<file path="src/rtl/fp32_mult_responder.sv">
// fp32_mult_responder: binary32 multiplier behind a stb/ack operand handshake, denormals flushed, round-to-nearest-even.
module fp32_mult_responder (
  input  logic        clk,
  input  logic        rst,
  input  logic [31:0] input_a,
  input  logic        input_a_stb,
  output logic        input_a_ack,
  input  logic [31:0] input_b,
  input  logic        input_b_stb,
  output logic        input_b_ack,
  output logic [31:0] output_z,
  output logic        output_z_stb,
  input  logic        output_z_ack
);
  typedef enum logic [2:0] {GET_A, GET_B, UNPACK, MULT, NORM, ROUND, PACK, PUT_Z} state_t;
  state_t state_q, state_d;
  logic [31:0] a_q, a_d, b_q, b_d, z_q, z_d;
  logic [47:0] p_q, p_d;
  logic signed [9:0] e_q, e_d;
  logic [23:0] m_q, m_d;
  logic g_q, g_d, s_q, s_d;
  logic a_ack_q, a_ack_d, b_ack_q, b_ack_d, z_stb_q, z_stb_d;
  logic [7:0] ea, eb;
  logic [23:0] ma, mb;
  logic sz, a_nan, b_nan, a_inf, b_inf, a_zero, b_zero;
  assign ea = a_q[30:23];
  assign eb = b_q[30:23];
  assign ma = {1'b1, a_q[22:0]};
  assign mb = {1'b1, b_q[22:0]};
  assign sz = a_q[31] ^ b_q[31];
  assign a_zero = ea == 8'h00;
  assign b_zero = eb == 8'h00;
  assign a_inf = ea == 8'hFF && a_q[22:0] == 23'h0;
  assign b_inf = eb == 8'hFF && b_q[22:0] == 23'h0;
  assign a_nan = ea == 8'hFF && a_q[22:0] != 23'h0;
  assign b_nan = eb == 8'hFF && b_q[22:0] != 23'h0;
  always_comb begin
    state_d = state_q;
    a_d = a_q;
    b_d = b_q;
    z_d = z_q;
    p_d = p_q;
    e_d = e_q;
    m_d = m_q;
    g_d = g_q;
    s_d = s_q;
    a_ack_d = a_ack_q;
    b_ack_d = b_ack_q;
    z_stb_d = z_stb_q;
    case (state_q)
      GET_A: begin
        a_ack_d = 1'b1;
        if (a_ack_q && input_a_stb) begin
          a_d = input_a;
          a_ack_d = 1'b0;
          b_ack_d = 1'b1;
          state_d = GET_B;
        end
      end
      GET_B: begin
        b_ack_d = 1'b1;
        if (b_ack_q && input_b_stb) begin
          b_d = input_b;
          b_ack_d = 1'b0;
          state_d = UNPACK;
        end
      end
      UNPACK: begin
        state_d = MULT;
        if (a_nan || b_nan || (a_inf && b_zero) || (b_inf && a_zero)) begin
          z_d = 32'h7FC00000;
          z_stb_d = 1'b1;
          state_d = PUT_Z;
        end else if (a_inf || b_inf) begin
          z_d = {sz, 8'hFF, 23'h0};
          z_stb_d = 1'b1;
          state_d = PUT_Z;
        end else if (a_zero || b_zero) begin
          z_d = {sz, 31'h0};
          z_stb_d = 1'b1;
          state_d = PUT_Z;
        end
      end
      MULT: begin
        p_d = {24'h0, ma} * {24'h0, mb};
        e_d = {2'b00, ea} + {2'b00, eb} - 10'd127;
        state_d = NORM;
      end
      NORM: begin
        m_d = p_q[47] ? p_q[47:24] : p_q[46:23];
        g_d = p_q[47] ? p_q[23] : p_q[22];
        s_d = p_q[47] ? |p_q[22:0] : |p_q[21:0];
        e_d = p_q[47] ? e_q + 10'sd1 : e_q;
        state_d = ROUND;
      end
      ROUND: begin
        if (g_q && (s_q || m_q[0])) begin
          m_d = &m_q ? 24'h800000 : m_q + 24'd1;
          e_d = &m_q ? e_q + 10'sd1 : e_q;
        end
        state_d = PACK;
      end
      PACK: begin
        z_d = e_q >= 10'sd255 ? {sz, 8'hFF, 23'h0} :
              e_q <= 10'sd0 ? {sz, 31'h0} : {sz, e_q[7:0], m_q[22:0]};
        z_stb_d = 1'b1;
        state_d = PUT_Z;
      end
      PUT_Z: begin
        if (output_z_ack) begin
          z_stb_d = 1'b0;
          a_ack_d = 1'b1;
          state_d = GET_A;
        end
      end
      default: state_d = GET_A;
    endcase
  end
  always_ff @(posedge clk) begin
    a_q <= a_d;
    b_q <= b_d;
    p_q <= p_d;
    e_q <= e_d;
    m_q <= m_d;
    g_q <= g_d;
    s_q <= s_d;
    if (rst) begin
      state_q <= GET_A;
      z_q <= 32'h0;
      a_ack_q <= 1'b0;
      b_ack_q <= 1'b0;
      z_stb_q <= 1'b0;
    end else begin
      state_q <= state_d;
      z_q <= z_d;
      a_ack_q <= a_ack_d;
      b_ack_q <= b_ack_d;
      z_stb_q <= z_stb_d;
    end
  end
  assign input_a_ack = a_ack_q;
  assign input_b_ack = b_ack_q;
  assign output_z = z_q;
  assign output_z_stb = z_stb_q;
endmodule
</file>
<file path="config.mk">
export PLATFORM = sky130hd
export DESIGN_NAME = fp32_mult_responder
export DESIGN_NICKNAME = d
export VERILOG_FILES = /design/src/rtl/fp32_mult_responder.sv
export SDC_FILE = /design/constraint.sdc
export NUM_CORES = 2
export LEC_CHECK = 0
export ABC_CLOCK_PERIOD_IN_PS = 7100
export CORE_MARGIN = 2
export CORE_UTILIZATION = 55
export CTS_BUF_LIST = sky130_fd_sc_hd__clkbuf_4 sky130_fd_sc_hd__clkbuf_8
export DETAILED_ROUTE_END_ITERATION = 7
export PLACE_DENSITY_LB_ADDON = 0.25
export SLEW_MARGIN = 0
export SYNTH_ARGS = -nofsm -noshare
export SYNTH_HDL_FRONTEND = slang
export SYNTH_SLANG_ARGS = --single-unit
</file>
<file path="constraint.sdc">
create_clock -name clk -period 7.1 [get_ports clk]
set_input_delay 1.775 -clock clk [delete_from_list [all_inputs] [get_ports clk]]
set_output_delay 1.775 -clock clk [all_outputs]
set_load 0.03 [all_outputs]
</file>
* Word level (Yosys, flattened, before mapping)
Cells that the tools add are included.
Storage, ports and cells: flip-flop bits (word level) 186, output and inout port bits 35, word-level logic and storage cells 110
Operators by class: add/sub/neg operators 4, reduce and logical (&&, ||, !) cells 40, equality and inequality tests 16, multipliers 1, bitwise operators 1, $lt $le $gt $ge 2, mux-type cells 34
Operator list (count):
- 32-bit 2-to-1 mux | 3
- 24-bit 2-to-1 mux | 3
- 32-bit case mux with 2 select lines | 1
- 31-bit 2-to-1 mux | 2
- 24-bit by 24-bit multiplier with 48-bit output | 1
- 24-bit case mux with 2 select lines | 1
- 23-bit logical NOT | 2
- 23-bit nonzero test | 2
- 10-bit 2-to-1 mux | 3
- 10-bit case mux with 3 select lines | 1
- 24-bit by 1-bit adder with 24-bit output, second input constant | 1
- 3-bit case mux with 8 select lines | 1
- 24-bit AND reduction | 1
- 23-bit OR reduction | 1
- 22-bit OR reduction | 1
- 3-bit 2-to-1 mux | 6
- 8-bit == test, second input constant | 2
- 8-bit logical NOT | 2
- 3-bit == test, second input constant | 4
- 2-bit != test, second input constant | 6
- 2-bit AND reduction | 6
- 10-bit by 2-bit adder with 10-bit output, second input constant | 1
- 10-bit by 9-bit >= comparator with 1-bit output, second input constant | 1
- 10-bit by 1-bit less-or-equal comparator with 1-bit output, second input constant | 1
- 16 further kinds | 45

* Logic depth before layout (Yosys ltp)
depth after elaboration 7, gate-level depth with buffers 26, mapped depth without buffers 24

* Least setup slack after synthesis
No wires, ideal clock.
path kind flip-flop to flip-flop, start reg a_q[13], end reg p_q[40] (data pin), stages on the path, launching flop included 26, slack 0.544 ns, arrival time 6.291 ns, clock period less this slack 6.556 ns, required time 6.835 ns, cells stage by stage edfxtp_1 clkbuf_1 nand2_1 fa_1 inv_1 fa_1 inv_1 fa_1 inv_1 fa_1 inv_1 fa_1 inv_1 fa_1 inv_1 fa_1 inv_1 ha_1 o21a_1 o2bb2ai_1 nand3b_1 o21ai_4 a31oi_4 o31ai_4 nor2_1 or3_1
Between the ends: longest elaborated chain between the ends 1
Ends and longest elaborated chain:
- start: declaration | line 17 | logic [31:0] a_q, a_d, b_q, b_d, z_q, z_d;
- start signal: assignment | line 120 | a_q <= a_d;
- 24-bit by 24-bit multiplier with 48-bit output | line 85 | p_d = {24'h0, ma} * {24'h0, mb};
- end signal: assignment | line 122 | p_q <= p_d;
- end: declaration | line 18 | logic [47:0] p_q, p_d;
Every way passes these cells. A chain may end at the register's enable or synchronous reset.

* Final worst setup path
start reg b_q[7], end reg p_q[40] (data pin)
Between the ends: longest elaborated chain between the ends 1
Ends and longest elaborated chain:
- start: declaration | line 17
- start signal: assignment | line 121 | b_q <= b_d;
- 24-bit by 24-bit multiplier with 48-bit output | line 85
Every way passes these cells.

==> impl_metrics.tcl <==
set metrics [dict create \
    avgSynthCellArea_um2 9.68 \
    drt-vias-per-instance 5.61 \
    cts_root_buffer "clkbuf_8" \
    finalHoldViolCount 0 \
    synth_edf_count 148 \
    seq_area_frac_synth_pct 19.7 \
    cts_hold_buf 0 \
    port_buffers 103 \
    drt_iter0_markers 1623 \
    io_pins 104 \
    hpwl_mm 58.7 \
    antenna_found_initial 4 \
    maxCapViolations 0 \
    status "finished clean" \
    cts_tree "done" \
    ys.flop_type "edfxtp_1" \
    worstMarginPinSlew_ps 1030 \
    grt_usage_pct 30.3 \
    route.detailed.drc 0 \
    chipHeight_um 223 \
    synthCells 2736 \
    final.min_clock_period_ps 6870 \
    synthDistinctLibCells 63 \
    grt-ovfl-total 0 \
    max_freq_ghz 0.146 \
    first_pass_iters 6 \
    areaGrowthSynthToFinish_pct 12.3 \
    fin_nets 3632 \
    totalWireLength_mm 73.0 \
    crit_type "reg2reg" \
    ant_nets 0 \
    grt_pass1_vias 21132 \
    start_util_pct 55.6 \
    drive_gt1_share_pct 7.58 \
    worstSetupStartpointType "flip-flop" \
    synth.top_cells.by_count "601 x inv_1, 483 x fa_1, 320 x nand2_1" \
    place_ws_ps 53.4 \
    yosysMostFrequentCell "inv_1" \
    crit_fanout 10 \
    clk_latency_ps 520 \
    endpoint_kind "flip-flop" \
    cp.arrival_ps 7150 \
    finalCritPeriodShare_pct 96.8 \
    yosys_warnings 0 \
    hold_class "reg2reg" \
    synth.cell_area_um2 26500 \
    gp_congestion 0.930 \
    synthArstFlopShare_pct 0 \
    grt_pass1_wl_mm 116 \
    rows 80 \
    fin_ws_ps 230 \
    synth_top_area_cell "fa_1" \
    fin_worst_skew_ps 33.1 \
    cts_buffers 17 \
    cts_max_level 4 \
    die_w_um 223 \
    slew_violations 0 \
    yosys_register_bits 186 \
    final-setup-viol-count 0 \
    clk_pin_slew_ps 120 \
    max_slew_margin_pct 31.2 \
    yosys-top-cells-area "fa_1 37%, edfxtp_1 17%, ha_1 9.0%" \
    grt_start_max_net_pins 50 \
    worst_ep_required_time_ps 7380 \
    clockBufferDepth 2 \
    synth_nets 3479 \
    synth_top_area_share_pct 36.5 \
    cts.sinks 186 \
    coreArea_um2 47600 \
    vias 19755 \
    post_drt_wl_per_cell_um 20.7 \
    die_area_um2 49900 \
]
per-stage QoR:
step	area [um2]	hold WS (ps)	utilization, %	TNS (ps)	cells
5_1_grt	29700	540	62.4	-27.8	3519
2_1_floorplan	26500	504	-	0	2736
3_5_place_dp	28900	492	60.7	0	3449
3_3_place_gp	28900	492	60.7	0	3449
4_1_cts	29300	512	61.5	0	3481
6_report	29700	517	62.4	0	3519
worst paths after layout:
kind              depth (start not counted)                        end  slack [ps]                 startpoint
setup / recovery                         23          p_q[40]$_DFFE_PP_         230           b_q[7]$_DFFE_PP_
hold / removal                            2  output_z[27]$_SDFFE_PP0P_         520  output_z[27]$_SDFFE_PP0P_
setup reg to reg                         23          p_q[40]$_DFFE_PP_         230           b_q[7]$_DFFE_PP_
hold reg to reg                           2  output_z[27]$_SDFFE_PP0P_         520  output_z[27]$_SDFFE_PP0P_
kinds of logic (layout without fill, tap and decap cells):
| family | after synthesis | in the layout | synth area share, % |
|---|---|---|---|
| buf+inv | 727 | 893 | 10.3 |
| other cells | 0 | 2 | 0 |
| simple gates | 807 | 807 | 14.9 |
| mux | 25 | 25 | 0.950 |
| fa+ha+maj | 674 | 674 | 45.5 |
| flops | 186 | 186 | 19.7 |
| compound gates | 236 | 236 | 5.96 |
| xor+xnor | 81 | 81 | 2.68 |
critical path, cell delays in order (launching register included):
cell and delay, ps:
edfxtp_1 550, buf_4 240, buf_4 160, and2_1 150, fa_1 480, fa_1 520
inv_1 50, fa_1 450, fa_1 510, inv_1 50, fa_1 490, fa_1 490
inv_1 50, fa_1 470, inv_1 40, ha_1 280, and3_1 190, a221o_1 310
a31oi_2 160, o21ai_1 110, a31oi_4 210, o31ai_4 120, nor4b_1 180, or3_1 380
layout make-up:
type | instances | area (um2)
Clock inverter | 13 | 130
Tap cell | 615 | 769
Sequential cell | 186 | 5200
Clock buffer | 19 | 249
Multi-Input combinational cell | 1823 | 18600
Inverter | 604 | 2270
Antenna cell | 2 | 5.00
Timing Repair Buffer | 257 | 2460
Fill cell | 3917 | 17900
cell usage in the layout (no fill, tap or decap), types with 5 or more instances in the layout:
master	synthesis	layout
a211oi_1	17	16
a21o_1	25	25
a21oi_1	61	58
a22oi_1	23	23
a31oi_1	10	7
and2_1	247	247
and3_1	8	6
and4_1	5	5
buf_12	0	20
buf_4	0	127
clkbuf_8	0	17
clkdlybuf4s50_1	0	103
dfxtp_1	38	38
edfxtp_1	148	148
fa_1	483	483
ha_1	191	189
inv_1	601	598
mux2i_1	24	24
nand2_1	320	320
nand2b_1	6	6
nand3_1	31	30
nand4_1	21	21
nor2_1	115	114
nor2b_1	9	9
nor3_1	14	14
nor4_1	20	19
o21a_1	6	6
o21ai_0	34	30
o21ai_1	5	8
o21bai_1	8	7
o22ai_1	19	19
xnor2_1	46	46
xor2_1	35	35
flip-flops by register name, summed over array words and instances (netlist names), 3 cells and up:
register and cells:
state_q 3, output_z 32, p_q 48, b_q 32, e_q 10, a_q 32
m_q 24
routing by layer:
metal  GRT usage, %  up-vias  routed length (um)
li1               -     8709                   -
met1           40.4    10137               29900
met2           49.9      752               35100
met3           4.12      157                4600
met4           13.6        0                3380
met5              0        -                   0
repair_timing:
action	CTS	global route
setup endpoints to repair	0	16
buffers inserted	0	34
gates resized for setup	0	28
Power is left out: the tool's default activity adds up to more than one toggle a clock period on the data nets, which glitch-free logic cannot reach.
